$ cat src/rtl/sipo_pkg.sv
// Shared types and helpers for the SIPO framing controller.
package sipo_pkg;

  typedef enum logic {
    ST_IDLE  = 1'b0,
    ST_SHIFT = 1'b1
  } state_t;

  // Counter width able to hold 0..width.
  function automatic int cnt_w(input int width);
    return $clog2(width + 1);
  endfunction

endpackage

$ cat src/rtl/sipo_shift_core.sv
// WIDTH-bit serial-in shift register exposing both its current and next value.
module sipo_shift_core
  import sipo_pkg::*;
#(
  parameter int WIDTH     = 4,
  parameter bit MSB_FIRST = 1'b1
) (
  input  logic             clk,
  input  logic             rst,
  input  logic             shift_en,
  input  logic             clr,
  input  logic             sin,
  output logic [WIDTH-1:0] sr,
  output logic [WIDTH-1:0] sr_next
);

  logic [WIDTH-1:0] base;

  // A clear in the same cycle as a shift starts the new word from an empty register.
  always_comb begin
    base    = clr ? '0 : sr;
    sr_next = base;
    if (shift_en) begin
      if (MSB_FIRST) sr_next = {base[WIDTH-2:0], sin};
      else           sr_next = {sin, base[WIDTH-1:1]};
    end
  end

  always_ff @(posedge clk or posedge rst) begin
    if (rst) sr <= '0;
    else     sr <= sr_next;
  end

endmodule

$ cat src/rtl/sipo_frame_ctrl.sv
// Frames a serial bit stream into WIDTH-bit words with a one-entry valid/ready output
// register and a sticky overflow flag.
module sipo_frame_ctrl
  import sipo_pkg::*;
#(
  parameter int WIDTH     = 4,
  parameter bit MSB_FIRST = 1'b1
) (
  input  logic             clk,
  input  logic             rst,
  input  logic             sin,
  input  logic             sin_vld,
  input  logic             sof,
  output logic [WIDTH-1:0] out_data,
  output logic             out_valid,
  input  logic             out_ready,
  output logic             busy,
  output logic             ovf,
  input  logic             clr_ovf
);

  localparam int CNT_W = cnt_w(WIDTH);

  state_t           state, state_next;
  logic [CNT_W-1:0] cnt, cnt_next;
  logic             start, take_bit, complete, load, drop;
  logic             valid_next, ovf_next, busy_next;
  logic [WIDTH-1:0] sr, sr_next;

  sipo_shift_core #(
    .WIDTH    (WIDTH),
    .MSB_FIRST(MSB_FIRST)
  ) u_core (
    .clk     (clk),
    .rst     (rst),
    .shift_en(take_bit),
    .clr     (start),
    .sin     (sin),
    .sr      (sr),
    .sr_next (sr_next)
  );

  always_ff @(posedge clk or posedge rst) begin
    if (rst) state <= ST_IDLE;
    else     state <= state_next;
  end

  // A sof always restarts a word as bit 0, so an aborted partial word can never complete.
  always_comb begin
    state_next = state;
    cnt_next   = cnt;
    complete   = 1'b0;
    load       = 1'b0;
    drop       = 1'b0;
    valid_next = out_valid;
    ovf_next   = ovf;
    start      = sin_vld && sof;
    take_bit   = sin_vld && (sof || (state == ST_SHIFT));

    if (start) begin
      state_next = ST_SHIFT;
      cnt_next   = CNT_W'(1);
    end else if (take_bit) begin
      if (cnt == CNT_W'(WIDTH - 1)) begin
        cnt_next = '0;
        complete = 1'b1;
      end else begin
        cnt_next = cnt + CNT_W'(1);
      end
    end

    if (complete) begin
      if (out_valid && !out_ready) begin
        drop     = 1'b1;
        ovf_next = 1'b1;
      end else begin
        load       = 1'b1;
        valid_next = 1'b1;
      end
    end else if (out_valid && out_ready) begin
      valid_next = 1'b0;
    end

    if (!drop && clr_ovf) ovf_next = 1'b0;

    busy_next = (state_next == ST_SHIFT) && (cnt_next != '0);
  end

  always_ff @(posedge clk or posedge rst) begin
    if (rst) begin
      cnt       <= '0;
      out_data  <= '0;
      out_valid <= 1'b0;
      ovf       <= 1'b0;
      busy      <= 1'b0;
    end else begin
      cnt       <= cnt_next;
      out_valid <= valid_next;
      ovf       <= ovf_next;
      busy      <= busy_next;
      if (load) out_data <= sr_next;
    end
  end

endmodule

$ cat config.mk
export PLATFORM = sky130hd
export DESIGN_NAME = sipo_frame_ctrl
export DESIGN_NICKNAME = d
export VERILOG_FILES = /design/src/rtl/sipo_pkg.sv /design/src/rtl/sipo_shift_core.sv /design/src/rtl/sipo_frame_ctrl.sv
export SDC_FILE = /design/constraint.sdc
export NUM_CORES = 1
export LEC_CHECK = 0
export CAP_MARGIN = 5
export CORE_MARGIN = 1
export CORE_UTILIZATION = 43
export DETAILED_ROUTE_END_ITERATION = 7
export GPL_TIMING_DRIVEN = 1
export PLACE_DENSITY = 0.7
export SYNTH_ARGS = -nofsm -noshare
export SYNTH_HDL_FRONTEND = slang
export SYNTH_SLANG_ARGS = --single-unit
$ cat constraint.sdc
create_clock -name clk -period 1.6 [get_ports clk]
set_input_delay 0.24 -clock clk [delete_from_list [all_inputs] [get_ports clk]]
set_output_delay 0.24 -clock clk [all_outputs]
set_load 0.05 [all_outputs]
Yosys cells after proc, flatten, opt, wreduce, memory -nomap -nowiden. Cells that the tools add are included.

Add/subtract/negate cells: 1. Multiply operators: 0. Divide/modulo/power cells: 0. Magnitude comparators: 0. Equal/unequal tests: 2. Shift operators: 0. Mux-type cells: 19. Bitwise gates (word level): 0. Reduce and logical (&&, ||, !) cells: 15.

Operators with widths (number): $mux 1 (14); $mux 3 (3); $mux 4 (2); $logic_and 1x1->1 (6); $reduce_bool 2->1 (3); $reduce_and 2->1 (2); $add 3x1->3 const B (1); $eq 3x2->1 const B (1); $reduce_bool 3->1 (1); $logic_not 1->1 (2); $ne 2x2->1 const B (1); $logic_or 1x1->1 (1).

Flip-flop bits (word level): 15. Bits in latches: 0. Bits in writable memories: 0. ROM bits: 0. Input bits: 7. Output and inout bits: 7. Logic and storage cells: 44. Memories: 0.

Logic depth before layout (Yosys ltp).
Depth after elaboration: 9. Depth in mapped cells: 5. Depth with buffers taken out: 5.

Modules after synthesis. A second synthesis with hierarchy kept.

Cell total of the unflattened synthesis: 61. Area, all modules: 703.2 sq um.

Modules (own cells, without submodules): sipo_frame_ctrl (instances 1, cells an instance 47, area each 534.3 sq um); sipo_shift_core (instances 1, cells an instance 14, area each 168.9 sq um).

Worst setup path before layout. OpenSTA, ideal clock, no wires.

Kind: reg-to-reg. From: register cnt[0]. To: register out_data[0]. Arrival time: 1.534 ns. Required time: 1.475 ns. Setup slack: -0.059 ns. Stages on the path, launching flop included: 6. Buffers on the path: 0. Clock period less this slack: 1.659 ns. Cell sequence: dfrtp_1 > ha_1 > nor2b_1 > or3b_4 > nor2b_4 > mux2_4.

Cells in the longest elaborated chain, start to end: 5.

Ends and longest elaborated chain: from (decl) (RTL line sipo_frame_ctrl.sv:25) `logic [CNT_W-1:0] cnt, cnt_next;`; from (signal assigned) (RTL line sipo_frame_ctrl.sv:97) `cnt <= cnt_next;`; $eq 3x2->1 (RTL line sipo_frame_ctrl.sv:64) `if (cnt == CNT_W'(WIDTH - 1)) begin`; $mux 1 (RTL line sipo_frame_ctrl.sv:64); $mux 1 (RTL line sipo_frame_ctrl.sv:63) `end else if (take_bit) begin`; $mux 1 (RTL line sipo_frame_ctrl.sv:60) `if (start) begin`; $mux 1 (RTL line sipo_frame_ctrl.sv:72) `if (complete) begin`; to (signal assigned) (RTL line sipo_frame_ctrl.sv:101) `if (load) out_data <= sr_next;`; to (decl) (RTL line sipo_frame_ctrl.sv:14) `output logic [WIDTH-1:0] out_data,`.

No other way between the ends. A chain may end at the register's enable or synchronous reset.

Final worst setup path.
From: register cnt[0]. To: register out_data[1].

The elaborated chain is that of the path after synthesis.

==> qor.yml <==
numCtsBuffers: 3
maxSlewViolCount: 0
antenna_found_initial: 0
violations: "setup timing"
finalCriticalPeriod_ps: 1740
die_w_um: 42.2
first_global_vias: 468
fin_crit_sh_pct: 109
tns_ps: -469
first_iter_violations: 5
postRouteWirelength_um: 1190
yosys.area_share.simple_pct: 11.0
critPathLaunchType: "flop"
grt-ovfl-total: 0
final_area_um2: 910
yosysSeqAreaShare_pct: 54.2
start_util_pct: 46.0
ys_types: 26
synth_top_family_by_area: "compound AO/OA/AOI/OAI gates"
synth_edf_count: 0
pin_count: 14
ir_drop_uv: 769
placed_area_um2: 868
cts_tree: "yes"
cts_buffer_depth: 2
relSlewSlack_pct: 63.1
hold_violations: 0
async_flop_share_pct: 100
drc: 0
die_y_um: 42.2
critPathKind: "flop to flop"
leakage_nw: 0.433
cts_num_sinks: 15
r2r-start: "cnt[0]"
synth_fa_ha_area_share_pct: 1.81
p_per_area_nw_per_um2: 1170
status: "finished, violations left"
core-area_um2: 1510
crit_path_end_kind: "flop"
rsz0062_at_grt: "yes"
r2r_slack_ps: -140
ys_ff_latch: 15
r2r-end: "out_data[1]"
skew_ps: 18.9
syn_area_um2: 693
syn-mean-instance-area_um2: 12.4
required_ps: 1770
vias: 482
syn_nets: 64
cp-startpoint: "cnt[0]"
endpoint: "out_data[1]"
drive_gt1_share_pct: 43.0
synth_compound_area_share_pct: 15.5
area_growth_pct: 31.2
muxShareOfSynthArea_pct: 10.3
routedWlPerCell_um: 12.5
power_mw: 1.06
placementRows: 14
num_antenna_cells: 0
cts-root-buf: "clkbuf_4"
ant_nets: 0
placement.io_buffers: 13
track_usage_pct: 16.3
ff2ff_path_depth: 5
viasPerCell: 5.07
clock_latency_ps: 300
drtPass1Iterations: 4
cp.arrival_ps: 1910
cts.htree.levels: 1
grt_max_degree: 16
finalSetupViolCount: 4
cp_max_fo: 4
max_freq_mhz: 575
clkTransAtPathRegs_ps: 100
grt_pass1_wl_um: 2060
yosys_warnings: 0
hp-class: "input port to async pin"
dieArea_um2: 1780
worstMarginPinSlew_ps: 552
gp_congestion: 0.760
max_cap_violations: 0
worst_slack_ps: -140
syn_inst: 56
nNetsFinal: 88
synth_xor_xnor_area_share_pct: 0
ys.flop_type: "dfrtp_1"
[worst min path at each step]
stage	start	end
global route	rst	u_core.sr[3]
floorplan	rst	busy
finish	rst	out_data[2]
global placement	out_data[1]	out_data[1]
CTS	rst	out_data[0]
detailed placement	out_data[2]	out_data[2]
[flip-flops by register name, summed over array words and instances (netlist names)]
signal     count
out_data       4
cnt            3
u_core.sr      4
ovf            1
state          1
busy           1
out_valid      1
[worst max-delay path, cell delays in order (launching register included)]
cell     delay (ps)
dfrtp_1         370
ha_2            180
nor2b_4         140
or3b_4          400
nor2b_4         200
mux2_4          320
[through the flow]
stage	hold slack (ps)	cells	utilization, %	setup WS (ps)
finish	275	95	60.4	-140
global route	339	95	60.4	-213
CTS	303	94	59.5	-140
detailed placement	498	90	57.6	-254
global placement	503	90	57.6	-246
floorplan	141	56	-	-54.4
[cells in the mapped netlist (2+ instances only)]
cell / instances / share of area [%]
o21ai_0: 2 / 1.4
buf_6: 2 / 3.2
o22a_2: 2 / 2.9
inv_1: 6 / 3.2
dfrtp_1: 15 / 54
mux2_4: 4 / 8.7
o22ai_1: 4 / 3.6
nand2_1: 3 / 1.6
[per-layer routing]
metal	global-route usage, %	vias up	part of all wire [%]
met3	8.19	4	7.1
li1	-	240	-
met1	21.3	224	49
met4	7.50	0	1.4
met2	22.5	14	42
met5	0	-	0
[cell usage in the layout (no fill, tap or decap), types with 2 or more instances in the layout]
cell type | synthesis | layout
buf_4 | 0 | 16
mux2_4 | 4 | 4
clkbuf_4 | 0 | 3
o22a_2 | 2 | 2
o21ai_0 | 2 | 2
o22ai_1 | 4 | 4
nor2b_4 | 1 | 2
inv_1 | 6 | 6
clkdlybuf4s50_1 | 0 | 6
dfrtp_1 | 15 | 15
nand2_1 | 3 | 3
[power breakdown]
group	switching, mW	internal [mW]	leakage, nW
combinational	0.216	0.165	0.224
clock	0.128	0.0931	0.0177
sequential	0.0264	0.433	0.191
total	0.370	0.691	0.433
[what timing repair did]
item                       in CTS  in global routing
cloned                          0                  0
hold endpoints to repair        0                  0
resized for setup               0                  1
hold buffers                    0                  0
setup endpoints to repair       4                  5
pin swaps                       0                  0
setup buffers                   0                  1
[area by class of cell]
cell class / count / area, um2
inverter: 6 / 22.5
timing repair buffer: 22 / 180
sequential: 15 / 375
multi-input combinational: 32 / 284
tap: 16 / 20.0
clock inverter: 1 / 5.00
fill: 121 / 597
clock buffer: 3 / 22.5
[logic make-up after synthesis]
| logic type | Yosys count |
|---|---|
| buf+inv | 9 |
| simple gates | 11 |
| mux | 5 |
| compound gates | 15 |
| fa+ha+maj | 1 |
| flops | 15 |
Power figures use the tool's default switching activity.
==> RTL edit 1 (config.mk and constraints unchanged) <==
Make the reset (`rst`) synchronous in 3 clocked blocks.
--- a/src/rtl/sipo_shift_core.sv
+++ b/src/rtl/sipo_shift_core.sv
@@ -28,3 +28,3 @@
 
-  always_ff @(posedge clk or posedge rst) begin
+  always_ff @(posedge clk) begin
     if (rst) sr <= '0;
--- a/src/rtl/sipo_frame_ctrl.sv
+++ b/src/rtl/sipo_frame_ctrl.sv
@@ -42,3 +42,3 @@
 
-  always_ff @(posedge clk or posedge rst) begin
+  always_ff @(posedge clk) begin
     if (rst) state <= ST_IDLE;
@@ -88,3 +88,3 @@
 
-  always_ff @(posedge clk or posedge rst) begin
+  always_ff @(posedge clk) begin
     if (rst) begin
Formal check against the unedited RTL: differs if rst is asserted again (counterexample within 4 cycles, from zero or initial values and one cycle with rst high); with rst held inactive, the same outputs for 10 cycles.
==> RTL edit 1 against the original RTL <==
  * Critical path depth up 1
  * Worst setup slack gained 0.32 ns
  * Sequential cell count is the same
  * Design area decreased by 7.6%
  * Wire length up 4.7%
  * Area after synthesis shrank 9.2%
Power is not compared: it rests on default switching activity, and its combinational part moved more than twofold at a synthesized area within 25%.
==> RTL edit 1: results (changes against the original RTL) <==
{| class="wikitable"
! Metric !! Value
|-
| Run status || finished, final reports clean
|-
| Post-synthesis instance total || 63 (+13%)
|-
| R2r setup slk || 0.18 ns (+0.32 ns)
|-
| Leading cell types by count after synthesis || 15 x dfxtp_1, 6 x nor2_1
|-
| Wire length of the first global-routing pass || 2028 um (-1.7%)
|-
| Sequential-to-total area share from yosys stat || 47.71% (-6.4 points)
|-
| Register share of the cell area || 35.71% (-5.6 points)
|-
| Synth top area cells || dfxtp_1 48%, a211oi_2 8.0%, a22oi_1 4.8%
|-
| Met1 demand-to-capacity share in global routing || 22.87% (+1.6 points)
|-
| Via count normalized by instance count || 5.307 (+4.6%)
|-
| Critical path's slowest cell || dfxtp_1
|-
| Relative area of clock buffers and inverters in the final design || 3.125% (+0.099 points)
|-
| Worst slack on hold paths || 0.4857 ns (+0.2110 ns)
|-
| Delay of the slowest cell on the worst path || 0.36 ns (-0.04 ns)
|-
| Met3 global-route usage || 6.667% (-1.5 points)
|-
| Syn Nets || 71 (+11%)
|-
| Data arrival time at the worst-slack endpoint || 1.64 ns (-0.27 ns)
|-
| Post-DP Area || 814.5 sq um (-6.2%)
|-
| Compound-gate portion of the synthesized area || 23.26% (+7.7 points)
|-
| Total placed cells including tap cells || 97 (+7.8%)
|-
| Dominant synthesized flop cell || dfxtp_1
|-
| CP max FO || 8 (+4)
|-
| Nets || 95 (+8.0%)
|-
| Number of global-route vias before repair || 481 (+2.8%)
|-
| Area of the multi-input gates || 299.0 sq um (+5.3%)
|-
| Last weighted congestion value of the routability-driven placer || 0.7095 (-6.6%)
|-
| Non-clock buffer area fraction after layout || 22.92% (+3.1 points)
|-
| Met3 Wirelength || 78 um (-7.1%)
|-
| Number of cells on the critical path || 6 (+1)
|-
| Share of flip-flops with an asynchronous set or reset || 0% (-100 points)
|-
| Multi-input gate count || 44 (+38%)
|-
| Met2 Resource Use GR || 32.26% (+9.8 points)
|-
| Capturing element of the worst setup path || out_data[0]
|}
## RTL edit 1: cell count changes in the layout (fill, tap and decap cells not counted), moves of 2 or more
| cell | change |
|---|---|
| o22ai_1 | -3 |
| nor2_2 | +4 |
| a22oi_1 | +4 |
| dfrtp_1 | -15 |
| inv_1 | -5 |
| mux2_4 | -4 |
| nor2_1 | +5 |
| nor2b_1 | +3 |
| a211oi_2 | +4 |
| o22a_2 | -2 |
| a21oi_1 | +3 |
| nor2b_4 | -2 |
| dfxtp_1 | +15 |
## RTL edit 1: logic make-up (layout without fill, tap and decap cells)
| group | Yosys count | in the layout |
|---|---|---|
| AO/OA/AOI/OAI | 19 | 19 |
| adder cells (fa/ha/maj) | 1 | 1 |
| buffers and inverters | 4 | 27 |
| flip-flops | 15 | 15 |
| multiplexers | 1 | 1 |
| AND/OR/NAND/NOR | 23 | 23 |
## RTL edit 1: power breakdown
part           internal, uW  switching (uW)  total [uW]
combinational          38.6            33.0        71.5
clock                  97.0             125         222
sequential              380            5.71         386
total                   516             163         679
==> RTL edit 2 (same settings) <==
Made on the original files. `WIDTH` is set to 4 in 2 places; all go to 3.
--- a/src/rtl/sipo_shift_core.sv
+++ b/src/rtl/sipo_shift_core.sv
@@ -4,3 +4,3 @@
 #(
-  parameter int WIDTH     = 4,
+  parameter int WIDTH     = 3,
   parameter bit MSB_FIRST = 1'b1
--- a/src/rtl/sipo_frame_ctrl.sv
+++ b/src/rtl/sipo_frame_ctrl.sv
@@ -5,3 +5,3 @@
 #(
-  parameter int WIDTH     = 4,
+  parameter int WIDTH     = 3,
   parameter bit MSB_FIRST = 1'b1
Ports: changed (resized out_data); port bits go from 14 to 13. No check against the original RTL was run, so the function may have changed too.
==> RTL edit 2 against the original RTL <==
  * Clock skew decreased by 0.017 ns
  * Area after synthesis decreased by 26%
  * Critical path depth fell by 2
  * Synthesized cell count is 29% lower
  * Total power is 24% lower
  * Largest cell class unchanged
  * Global-route usage rose by 3.8 points
  * Sequential cell count decreased by 3
  * Design area is 24% lower
  * Worst setup slack improved by 0.25 ns
  * Sequential share of layout area rose by 2.3 points
  * Wire length shrank 13%
  * Utilization is 1.7 points higher
==> RTL edit 2: results (changes against the original RTL) <==
{| class="wikitable"
! Metric !! Value
|-
| Nets || 68 (-23%)
|-
| R2r setup slk || 0.11 ns (+0.25 ns)
|-
| Cell variety after synth || 17 (-35%)
|-
| Synth top area cells || dfrtp_1 58%, mux2_4 8.8%, a22o_1 5.1%
|-
| Leak pwr || 0.0003373 uW (-22%)
|-
| Reg2Reg Depth || 3 (-2)
|-
| Number of global-route vias before repair || 381 (-19%)
|-
| Average routed wire per standard cell || 14.19 um (+14%)
|-
| Share of cell area taken by muxes after synthesis || 10.95% (+0.66 points)
|-
| Met1 demand-to-capacity share in global routing || 21.95% (+0.64 points)
|-
| Largest net degree at the start of global routing || 13 (-3)
|-
| Worst Skew || 0.001519 ns (-0.01740 ns)
|-
| Registers with the most flip-flops || out_data (3), u_core.sr (3), cnt (2)
|-
| Compound-gate portion of the synthesized area || 14.36% (-1.2 points)
|-
| First-iteration detailed-routing DRC count || 3 (-2)
|-
| Met2 wirelength from detailed routing || 554 um (+11%)
|-
| Leading cell types by count after synthesis || 12 x dfrtp_1, 5 x nand2_1, 3 x a22o_1, 3 x inv_1, 3 x mux2_4
|-
| Run status || finished, final reports clean
|-
| Quantity of I/O buffers inserted on ports || 12 (-1)
|-
| Non-filler instance count after layout || 73 (-23%)
|-
| Rel. slew slack || 70.42% (+7.3 points)
|-
| Last weighted congestion value of the routability-driven placer || 0.7830 (+3.1%)
|-
| Critical path's slowest cell || dfrtp_1
|-
| Met2 Resource Use GR || 34.38% (+12 points)
|-
| Total placed cells including tap cells || 70 (-22%)
|-
| Maximum VDD drop || 0.0006296 V (-18%)
|}
[RTL edit 2: cell count changes in the layout (fill, tap and decap cells not counted), sizes merged, moves of 2 or more]
cell   delta
o22a      -2
dfrtp     -3
nor2b     -2
a22o      +2
buf       -6
o22ai     -3
inv       -3
[RTL edit 2: power by group]
part | switching [uW] | internal [uW] | leakage [uW]
Combinational | 150 | 103 | 0.000174
Clock | 95.7 | 87.2 | 0.0000138
Sequential | 25.8 | 344 | 0.000149
[RTL edit 2: kinds of logic (layout without fill, tap and decap cells)]
kind of cell / count (synthesis) / count (layout)
AND/OR/NAND/NOR: 10 / 10
multiplexers: 4 / 4
buffers and inverters: 3 / 22
AO/OA/AOI/OAI: 11 / 11
flip-flops: 12 / 12
[RTL edit 2: cell type report]
class / instances / area (sq um)
tap: 14 / 17.52
multi-input combinational: 25 / 202.7
timing repair buffer: 16 / 135.1
inverter: 3 / 11.26
clock buffer: 3 / 22.52
fill: 92 / 421.7
sequential: 12 / 300.3
[RTL edit 2: worst max path at each step]
| stage | start | end |
|---|---|---|
| after floorplan | out_valid | out_data[1] |
| after global placement | sof | out_data[1] |
| after detailed placement | sof | out_data[0] |
| after CTS | cnt[0] | out_data[1] |
| after global routing | cnt[0] | out_data[1] |
| final | cnt[0] | out_data[1] |
[RTL edit 2: per-stage QoR]
stage	TNS (ns)	hold slack [ns]	cell area, sq um	worst slack [ns]
CTS	0	0.2825	689.4	0.1047
detailed placement	-0.4218	0.4988	666.9	-0.1538
global placement	-0.3366	0.4917	666.9	-0.1143
finish	0	0.2667	689.4	0.1080
global route	0	0.2931	689.4	0.01633
floorplan	0	0.1047	514.2	0.09346
